`src/rtl/uart_tx_buffered.sv`:
```
`default_nettype none
// ============================================================================
//  Module   : uart_tx_buffered
//  Purpose  : Memory-mapped 8N1 UART transmitter with a small byte FIFO,
//             sticky overflow flag and per-frame completion pulse.
//  Revision : 1.0 - initial release
// ============================================================================
module uart_tx_buffered #(
  parameter int CLKS_PER_BIT = 16,
  parameter int FIFO_DEPTH   = 4
) (
  input  logic       clk,
  input  logic       rst_n,
  input  logic       wr_en,
  input  logic [7:0] wr_data,
  input  logic       clr_ovf,
  output logic       tx,
  output logic       busy,
  output logic       fifo_full,
  output logic       fifo_empty,
  output logic       overflow,
  output logic       tx_done
);

  // --------------------------------------------------------------------------
  // Derived constants
  // --------------------------------------------------------------------------
  localparam int c_PTR_W  = $clog2(FIFO_DEPTH);
  localparam int c_CNT_W  = c_PTR_W + 1;
  localparam int c_BAUD_W = $clog2(CLKS_PER_BIT);

  localparam logic [c_BAUD_W-1:0] c_BAUD_LAST = c_BAUD_W'(CLKS_PER_BIT - 1);
  localparam logic [c_CNT_W-1:0]  c_DEPTH     = c_CNT_W'(FIFO_DEPTH);
  localparam logic [2:0]          c_LAST_BIT  = 3'd7;

  // Frame sequencer states
  typedef enum logic [1:0] {
    ST_IDLE  = 2'd0,
    ST_START = 2'd1,
    ST_DATA  = 2'd2,
    ST_STOP  = 2'd3
  } state_t;

  // --------------------------------------------------------------------------
  // Registers
  // --------------------------------------------------------------------------
  logic [7:0]          r_mem [FIFO_DEPTH];
  logic [c_PTR_W-1:0]  r_wr_ptr;
  logic [c_PTR_W-1:0]  r_rd_ptr;
  logic [c_CNT_W-1:0]  r_count;
  logic                r_overflow;

  state_t              r_state;
  logic [c_BAUD_W-1:0] r_baud;
  logic [2:0]          r_bit_idx;
  logic [7:0]          r_shift;

  // --------------------------------------------------------------------------
  // Combinational control
  // --------------------------------------------------------------------------
  state_t w_state_nxt;
  logic   w_baud_term;
  logic   w_pop;
  logic   w_push;
  logic   w_frame_done;
  logic   w_fifo_empty;
  logic   w_fifo_full;

  // FIFO occupancy flags come straight from the count register
  always_comb begin
    w_fifo_empty = (r_count == '0);
    w_fifo_full  = (r_count == c_DEPTH);
  end

  // Next-state logic: decides when to pop the FIFO and how the frame advances
  always_comb begin
    w_state_nxt  = r_state;
    w_pop        = 1'b0;
    w_frame_done = 1'b0;
    w_baud_term  = (r_baud == c_BAUD_LAST);

    case (r_state)
      ST_IDLE: begin
        if (!w_fifo_empty) begin
          w_pop       = 1'b1;
          w_state_nxt = ST_START;
        end
      end

      ST_START: begin
        if (w_baud_term) begin
          w_state_nxt = ST_DATA;
        end
      end

      ST_DATA: begin
        if (w_baud_term && (r_bit_idx == c_LAST_BIT)) begin
          w_state_nxt = ST_STOP;
        end
      end

      ST_STOP: begin
        if (w_baud_term) begin
          w_frame_done = 1'b1;
          // Chain straight into the next frame so there is no idle gap
          if (!w_fifo_empty) begin
            w_pop       = 1'b1;
            w_state_nxt = ST_START;
          end else begin
            w_state_nxt = ST_IDLE;
          end
        end
      end

      default: begin
        w_state_nxt = ST_IDLE;
      end
    endcase
  end

  // A write is taken when there is room, or when a pop frees a slot this cycle
  always_comb begin
    w_push = wr_en && (!w_fifo_full || w_pop);
  end

  // Output decode: every output depends on registers only
  always_comb begin
    tx         = 1'b1;
    busy       = (r_state != ST_IDLE);
    fifo_full  = w_fifo_full;
    fifo_empty = w_fifo_empty;
    overflow   = r_overflow;
    tx_done    = w_frame_done;

    case (r_state)
      ST_START: tx = 1'b0;
      ST_DATA:  tx = r_shift[0];
      default:  tx = 1'b1;
    endcase
  end

  // --------------------------------------------------------------------------
  // Sequential logic
  // --------------------------------------------------------------------------

  // Frame sequencer state register
  always_ff @(posedge clk or negedge rst_n) begin
    if (!rst_n) begin
      r_state <= ST_IDLE;
    end else begin
      r_state <= w_state_nxt;
    end
  end

  // Baud counter: held at zero while idle, wraps at terminal count otherwise
  always_ff @(posedge clk or negedge rst_n) begin
    if (!rst_n) begin
      r_baud <= '0;
    end else if ((r_state == ST_IDLE) || w_baud_term) begin
      r_baud <= '0;
    end else begin
      r_baud <= r_baud + c_BAUD_W'(1);
    end
  end

  // Data bit index: reset during the start bit, stepped at each data bit end
  always_ff @(posedge clk or negedge rst_n) begin
    if (!rst_n) begin
      r_bit_idx <= '0;
    end else if (r_state == ST_START) begin
      r_bit_idx <= '0;
    end else if ((r_state == ST_DATA) && w_baud_term) begin
      r_bit_idx <= r_bit_idx + 3'd1;
    end
  end

  // Shift register: loads the FIFO head on pop, shifts right LSB-first
  always_ff @(posedge clk or negedge rst_n) begin
    if (!rst_n) begin
      r_shift <= '0;
    end else if (w_pop) begin
      r_shift <= r_mem[r_rd_ptr];
    end else if ((r_state == ST_DATA) && w_baud_term) begin
      r_shift <= {1'b0, r_shift[7:1]};
    end
  end

  // FIFO storage; contents need no reset since the count qualifies them
  always_ff @(posedge clk) begin
    if (w_push) begin
      r_mem[r_wr_ptr] <= wr_data;
    end
  end

  // FIFO pointers and occupancy count; pointers wrap at the power-of-2 depth
  always_ff @(posedge clk or negedge rst_n) begin
    if (!rst_n) begin
      r_wr_ptr <= '0;
      r_rd_ptr <= '0;
      r_count  <= '0;
    end else begin
      if (w_push) begin
        r_wr_ptr <= r_wr_ptr + c_PTR_W'(1);
      end
      if (w_pop) begin
        r_rd_ptr <= r_rd_ptr + c_PTR_W'(1);
      end
      case ({w_push, w_pop})
        2'b10:   r_count <= r_count + c_CNT_W'(1);
        2'b01:   r_count <= r_count - c_CNT_W'(1);
        default: r_count <= r_count;
      endcase
    end
  end

  // Sticky overflow: a dropped write sets it and wins over a clear request
  always_ff @(posedge clk or negedge rst_n) begin
    if (!rst_n) begin
      r_overflow <= 1'b0;
    end else if (wr_en && !w_push) begin
      r_overflow <= 1'b1;
    end else if (clr_ovf) begin
      r_overflow <= 1'b0;
    end
  end

endmodule
`default_nettype wire

```
`config.mk`:
```
export PLATFORM = sky130hd
export DESIGN_NAME = uart_tx_buffered
export DESIGN_NICKNAME = d
export VERILOG_FILES = /design/src/rtl/uart_tx_buffered.sv
export SDC_FILE = /design/constraint.sdc
export NUM_CORES = 1
export LEC_CHECK = 0
export ABC_CLOCK_PERIOD_IN_PS = 2770
export CORE_AREA = 4 4 83 85
export CTS_CLUSTER_DIAMETER = 60
export DETAILED_ROUTE_END_ITERATION = 8
export DIE_AREA = 0 0 87 89
export SLEW_MARGIN = 20
export SYNTH_ARGS = -nofsm -noshare
export SYNTH_HDL_FRONTEND = slang
export SYNTH_SLANG_ARGS = --single-unit
```
`constraint.sdc`:
```
create_clock -name clk -period 2.77 [get_ports clk]
set_input_delay 0.554 -clock clk [delete_from_list [all_inputs] [get_ports clk]]
set_output_delay 0.554 -clock clk [all_outputs]
set_load 0.02 [all_outputs]
```
==> results.rst, run 1 <==
.. list-table::
   :header-rows: 1

   * - Metric
     - Value
   * - Number of hold violations in the final report
     - 0
   * - Worst Setup Slack post-DPL
     - 412 ps
   * - Number of synthesized register bits
     - 57
   * - Synth Cell Area
     - 0.00267 mm2
   * - Wire length of the first global-routing pass
     - 7540 um
   * - Worst flop-to-flop path startpoint
     - r_state[0]
   * - Capture instance of the worst register-to-register path
     - r_count[2]
   * - Row Count
     - 29
   * - Part of the cycle the worst path needs
     - 90.4%
   * - Via/cell ratio
     - about 5.1
   * - Worst Skew
     - 8.42 ps
   * - Final WS setup
     - 265 ps
   * - Synth Instances
     - 195
   * - Unrepaired setup endpoints after global routing
     - no
   * - Count of cells along the worst register-to-register path
     - 9
   * - Horizontal die dimension
     - 87 um
   * - CTS Hold Bufs
     - 0
   * - DRC violations left
     - 0
   * - Nets@finish
     - 243
   * - Number of synthesized flops with an enable pin
     - 32
   * - Number of distinct library cell variants in the gate-level netlist after synthesis
     - 45
   * - Kind of end point of the critical path
     - output pin
   * - Ant diodes
     - 0
   * - Deepest clock path buffer count
     - 2
   * - Post-synthesis async set-or-reset flop share
     - 43.9%
   * - P&R area growth vs syn
     - 16.6%
   * - Routed vias
     - 1543
   * - Syn_nets
     - 220
   * - Setup slack of the worst register-to-register path
     - around 410 ps
   * - Maximum single-stage delay on the critical path
     - 630 ps
   * - Period minus WS final
     - 2510 ps
   * - Sum of buffers and inverters on the critical path
     - 2
   * - Power per standard cell area
     - 1080 mW/mm2
   * - Area contributors post-synth
     - sky130_fd_sc_hd__edfxtp_1, sky130_fd_sc_hd__dfrtp_1, sky130_fd_sc_hd__mux4_2
   * - Cell class contributing the biggest share of worst-path delay
     - buffers and inverters
   * - Total I/O pin count
     - 18
   * - HPWL after detailed placement
     - ~3000 um
   * - Number of fill cells in the layout
     - between 500 and 600
   * - Global-route total usage across every layer
     - 13.1%
   * - Core outline area
     - 0.00620 mm2
   * - Number of cells on the critical path
     - 5
   * - Post-Route Setup TNS
     - 0 ps
   * - Cell type contributing the most total cell area after synthesis
     - sky130_fd_sc_hd__edfxtp_1
   * - Worst setup path startpoint
     - r_state[0]
   * - Launching element type of the critical path
     - flop
   * - Register clock-pin slew on the reported worst setup and hold paths
     - 70 ps
   * - Maximum number of pins on one net before global-route repair
     - 26
   * - Portion of synthesized cell area occupied by the leading cell type
     - 35.9%
   * - Gr ovfl total
     - 0
   * - Status
     - finished, final reports clean
   * - Normalized max-slew margin
     - 60.7%
   * - Die Y
     - ~89 um
   * - Maximum operating frequency
     - 399 MHz
   * - Router iterations before antenna repair
     - 4
   * - Critical path start-end classification
     - flop to output pin
   * - Fraction of layout cells with a size suffix above 1
     - 14.3%
   * - TritonCTS clock tree
     - yes
   * - Count of port buffers added during placement
     - 17
   * - PostCTS Resize Cnt
     - 0
   * - Full die area
     - 0.00774 mm2
   * - Commonest register cell after synthesis
     - sky130_fd_sc_hd__edfxtp_1
   * - Static Leak
     - roughly 1.3 nW
   * - CP Data Arrival Time
     - slightly below 2000 ps
   * - Post-synthesis sequential area ratio
     - 59.3%
   * - Endpoint of the worst setup timing path
     - tx
   * - Via count of the first global-routing pass
     - 1575
   * - Max Transition Viols Final
     - 0
   * - Root cell of the clock tree
     - sky130_fd_sc_hd__clkbuf_8
   * - Number of CTS-inserted buffers
     - 9
   * - Peak fanout along the critical path
     - 7
   * - Critical-path top delay cell
     - sky130_fd_sc_hd__clkdlybuf4s50_1
   * - Finish-stage setup viols
     - 0
   * - Count of routing violations after the opening detailed-route iteration
     - 80
   * - Maximum vdd drop
     - 0.000557 V
   * - Initial core utilization
     - 43.1%
   * - DRT antenna net count
     - 0
   * - Gpl congestion
     - 0.803
   * - Number of antenna violations at the first check in global routing
     - 0
   * - Data required time of the critical path
     - 2220 ps
   * - Ordered list of cells on the worst path
     - inv_1 > ha_1 > nand2_1 > o21ai_0 > clkdlybuf4s50_1
   * - Mean Syn Cell Area
     - 13.7 um2
   * - Warnings from Yosys
     - 0
   * - DR WL/cell
     - approximately 15 um
   * - Number of max-cap violations
     - 0
   * - Drt total wl
     - ~4400 um
   * - TritonCTS sink count
     - 57
   * - Worst min-delay path category
     - flop to flop
   * - Buffer count from post-CTS setup fixing
     - 0
   * - Clock network latency to the later pin of the worst-skew pair
     - between 300 and 400 ps
   * - Actual slew at the worst max-slew pin
     - 589 ps
   * - H-tree levels
     - 3
-- per-stage QoR --
step / hold WS, ps / instance area, um2 / total power, W / util (%) / std cells
floorplan: 258 / 2670 / 0.00229 / - / 195
global placement: 487 / 2910 / 0.00258 / 46.9 / 284
detailed placement: 505 / 2910 / 0.00261 / 46.9 / 284
CTS: 516 / 3120 / 0.00343 / 50.2 / 300
global route: 551 / 3120 / 0.00363 / 50.2 / 300
finish: 512 / 3120 / 0.00337 / 50.2 / 300
-- how the worst min path moves through the flow --
stage / start / cells past startpoint / slack (ps) / end
after floorplan: rst_n / 0 / 260 / overflow
after global placement: r_baud[0] / 1 / 490 / r_baud[0]
after detailed placement: r_baud[0] / 1 / 510 / r_baud[0]
after CTS: r_baud[0] / 1 / 520 / r_baud[0]
after global routing: r_baud[0] / 1 / 550 / r_baud[0]
final: r_baud[0] / 1 / 510 / r_baud[0]
-- cell type report --
type                       instances  area, um2  share of cell area (%)
sequential                        57       1590                    50.9
multi-input combinational        118        985                    31.6
timing repair buffer              21        200                    6.42
clock buffer                       9        124                    3.97
tap                               77       96.3                    3.09
clock inverter                     7       83.8                    2.69
inverter                          11       41.3                    1.32
-- routing by layer --
metal	vias up	GRT usage [%]	part of all wire [%]
met4	0	9.07	3.0
li1	762	-	-
met5	-	0	0
met3	10	3.32	3.8
met2	24	20.4	48
met1	747	16.0	46
-- synth_stat cells, types with 4 or more instances --
master,count
sky130_fd_sc_hd__nand2_1,18
sky130_fd_sc_hd__o21ai_1,8
sky130_fd_sc_hd__buf_2,4
sky130_fd_sc_hd__a21oi_1,6
sky130_fd_sc_hd__and2_1,4
sky130_fd_sc_hd__inv_1,11
sky130_fd_sc_hd__xnor2_1,4
sky130_fd_sc_hd__edfxtp_1,32
sky130_fd_sc_hd__mux4_2,8
sky130_fd_sc_hd__ha_1,12
sky130_fd_sc_hd__nor2_1,6
sky130_fd_sc_hd__mux2i_1,8
sky130_fd_sc_hd__dfrtp_1,25
sky130_fd_sc_hd__nor3_1,5
-- state kept, by name (all words and copies together), names as in the netlist --
signal,cells
r_bit_idx,3
r_rd_ptr,2
r_baud,4
r_mem,32
r_shift,8
r_count,3
overflow,1
r_state,2
r_wr_ptr,2
-- power breakdown --
group          leakage [nW]  internal (W)  switching [W]  total [W]
clock                 0.103      0.000432       0.000378   0.000809
combinational         0.546      0.000567       0.000611    0.00118
sequential            0.607       0.00116       0.000223    0.00139
total                  1.26       0.00216        0.00121    0.00337
-- cell families after synthesis --
logic type / synth area share, %
buffers and inverters: 3.84
multiplexers: 10.2
AND/OR/NAND/NOR: 9.73
XOR/XNOR: 2.29
adder cells (fa/ha/maj): 6.36
AO/OA/AOI/OAI: 8.28
flip-flops: 59.3
-- placed cells by master (no fill, tap or decap), types with 2 or more instances in the layout --
cell type	n
sky130_fd_sc_hd__clkdlybuf4s50_1	17
sky130_fd_sc_hd__o21ai_1	8
sky130_fd_sc_hd__nand2b_1	3
sky130_fd_sc_hd__edfxtp_1	32
sky130_fd_sc_hd__ha_1	12
sky130_fd_sc_hd__mux4_2	8
sky130_fd_sc_hd__nor2b_1	3
sky130_fd_sc_hd__dfrtp_1	25
sky130_fd_sc_hd__nor2_1	6
sky130_fd_sc_hd__xnor2_1	4
sky130_fd_sc_hd__and2_1	4
sky130_fd_sc_hd__nor3_1	5
sky130_fd_sc_hd__nor3_2	2
sky130_fd_sc_hd__nand2_1	18
sky130_fd_sc_hd__nand3_1	3
sky130_fd_sc_hd__a2bb2oi_1	2
sky130_fd_sc_hd__a21oi_1	6
sky130_fd_sc_hd__clkbuf_8	9
sky130_fd_sc_hd__buf_4	4
sky130_fd_sc_hd__mux2i_1	8
sky130_fd_sc_hd__xor2_1	3
sky130_fd_sc_hd__o21ai_0	2
sky130_fd_sc_hd__inv_6	3
sky130_fd_sc_hd__inv_1	11
No activity file was read; power rests on OpenSTA's default activity.
==> run 2: changes to the inputs <==
--- a/config.mk
+++ b/config.mk
@@ -6,10 +6,11 @@
 export NUM_CORES = 1
 export LEC_CHECK = 0
 export ABC_CLOCK_PERIOD_IN_PS = 2770
-export CORE_AREA = 4 4 83 85
+export CORE_AREA = 4 4 73 75
 export CTS_CLUSTER_DIAMETER = 60
 export DETAILED_ROUTE_END_ITERATION = 8
-export DIE_AREA = 0 0 87 89
+export DIE_AREA = 0 0 77 79
+export PLACE_DENSITY_LB_ADDON = 0.25
 export SLEW_MARGIN = 20
 export SYNTH_ARGS = -nofsm -noshare
 export SYNTH_HDL_FRONTEND = slang
==> run 2 against run 1 <==
  * Via count increased by 3.6%
  * Sequential share of layout area increased by 0.62 points
  * Worst setup slack got worse by 63 ps
  * Critical endpoint unchanged
  * Global-route usage increased by 3.9 points
  * Cell area decreased by 1.2%
==> results.rst, run 2 (synthesis gave the netlist of run 1 again) <==
.. list-table::
   :header-rows: 1

   * - Metric
     - Value
   * - Initial core utilization
     - 57.4%
   * - Wire length of the first global-routing pass
     - 7820 um
   * - Dpl cell area
     - 0.00287 mm2
   * - Instance count after placement with tap cells included
     - 260
   * - DR WL/cell
     - roughly 17 um
   * - Unrepaired setup endpoints after global routing
     - no
   * - Root cell of the clock tree
     - sky130_fd_sc_hd__clkbuf_8
   * - Gpl congestion
     - roughly 0.82
   * - Routed vias
     - 1598
   * - Fraction of layout cells with a size suffix above 1
     - 13.5%
   * - Most common cell after layout, fill and taps aside
     - sky130_fd_sc_hd__edfxtp_1
   * - Count of routing violations after the opening detailed-route iteration
     - around 120
   * - Horizontal die dimension
     - 77 um
   * - Commonest non-fill, non-tap cells in the layout
     - sky130_fd_sc_hd__edfxtp_1, sky130_fd_sc_hd__dfrtp_1, sky130_fd_sc_hd__nand2_1
   * - Status
     - finished, final reports clean
   * - HPWL after detailed placement
     - 3220 um
   * - Maximum operating frequency
     - between 300 and 400 MHz
   * - CP Data Arrival Time
     - 2010 ps
   * - Row Count
     - 25
   * - DRC violations left
     - 0
   * - Maximum number of pins on one net before global-route repair
     - 26
   * - Worst Setup Slack post-DPL
     - about 290 ps
   * - Actual slew at the worst max-slew pin
     - between 500 and 600 ps
   * - Maximum vdd drop
     - 0.000577 V
   * - Final standard cell area without fillers
     - roughly 0.003 mm2
   * - TritonCTS clock tree
     - yes
   * - Post-Route Setup TNS
     - 0 ps
   * - Total I/O pin count
     - 18
   * - Deepest clock path buffer count
     - 2
   * - Post-Layout Cell Count
     - ~280
   * - Part of the cycle the worst path needs
     - 92.7%
   * - Drt total wl
     - around 4600 um
   * - Final WS setup
     - 202 ps
   * - Via/cell ratio
     - 5.79
   * - Worst Skew
     - 9.05 ps
   * - Static Leak
     - 1.25 nW
   * - Buffer count from post-CTS setup fixing
     - 0
   * - Full die area
     - 0.00608 mm2
   * - Number of CTS-inserted buffers
     - 9
   * - Clock network latency to the later pin of the worst-skew pair
     - 330 ps
   * - Finish-stage setup viols
     - 0
   * - Launching element type of the critical path
     - flop
   * - Data required time of the critical path
     - 2220 ps
   * - Setup slack of the worst register-to-register path
     - 270 ps
   * - Flip-flop count of the largest register after layout
     - 32
   * - Number of antenna violations at the first check in global routing
     - 0
   * - Number of hold violations in the final report
     - 0
   * - CTS Hold Bufs
     - 0
   * - Router iterations before antenna repair
     - 4
   * - Max Transition Viols Final
     - 0
   * - Die Y
     - 79 um
   * - Top reg by flops
     - r_mem
   * - Ant diodes
     - 0
   * - PostCTS Resize Cnt
     - 0
   * - Global-route total usage across every layer
     - between 10% and 20%
   * - Critical path start-end classification
     - flop to output pin
   * - Power per standard cell area
     - between 1000 and 1500 mW/mm2
   * - TritonCTS sink count
     - 57
   * - Kind of end point of the critical path
     - output pin
   * - DRT antenna net count
     - 0
   * - Nets@finish
     - 242
   * - Core outline area
     - 0.00466 mm2
   * - P&R area growth vs syn
     - 15.2%
   * - Normalized max-slew margin
     - between 60% and 70%
   * - Peak fanout along the critical path
     - 7
   * - Via count of the first global-routing pass
     - 1689
   * - Worst min-delay path category
     - flop to flop
   * - Register clock-pin slew on the reported worst setup and hold paths
     - 60 ps
   * - Count of port buffers added during placement
     - 17
   * - Period minus WS final
     - 2570 ps
   * - Worst hold slack after final layout
     - 511 ps
   * - Largest registers ranked by flip-flop count
     - r_mem (32), r_shift (8), r_baud (4)
   * - Number of max-cap violations
     - 0
   * - H-tree levels
     - 3
   * - Gr ovfl total
     - 0
[run 2: final cells by class]
class	count	area, um2
Inverter	11	41.3
Sequential cell	57	1590
Clock inverter	4	51.3
Timing Repair Buffer	20	193
Clock buffer	12	155
Fill cell	350	1580
Tap cell	54	67.6
Multi-Input combinational cell	118	985
[run 2: per-layer routing]
layer  GRT usage [%]  vias up  wire length [um]
met5               0        -                 0
met4            9.07        0                87
met3            3.85        8               125
met2            28.0       26              2310
met1            21.1      806              2130
li1                -      758                 -
[run 2: where the power goes]
group | internal (W) | total, W | switching, W
logic | 0.000561 | 0.00119 | 0.000633
clock network | 0.000464 | 0.000780 | 0.000316
registers | 0.00117 | 0.00139 | 0.000228
[run 2: critical path: stages, from the launching register on]
cell                              delay (ps)
sky130_fd_sc_hd__dfrtp_1                 420
sky130_fd_sc_hd__inv_1                   150
sky130_fd_sc_hd__ha_1                    300
sky130_fd_sc_hd__nand2_1                  90
sky130_fd_sc_hd__o21ai_0                  90
sky130_fd_sc_hd__clkdlybuf4s50_1         630
[run 2: path summary, 6_finish.rpt]
check                      startpoint    endpoint  cells after the start
max reg2reg                r_state[0]  r_count[2]                     10
max in group asynchronous       rst_n    overflow                      2
min in group asynchronous       rst_n  r_shift[3]                      2
min reg2reg                 r_baud[0]   r_baud[0]                      1
min                         r_baud[0]   r_baud[0]                      1
max                        r_state[0]          tx                      5
[run 2: metrics by stage]
step	total power (W)	utilization (%)
global placement	0.00252	61.6
floorplan	0.00229	-
global route	0.00359	66.1
finish	0.00337	66.1
detailed placement	0.00261	61.6
CTS	0.00340	66.1
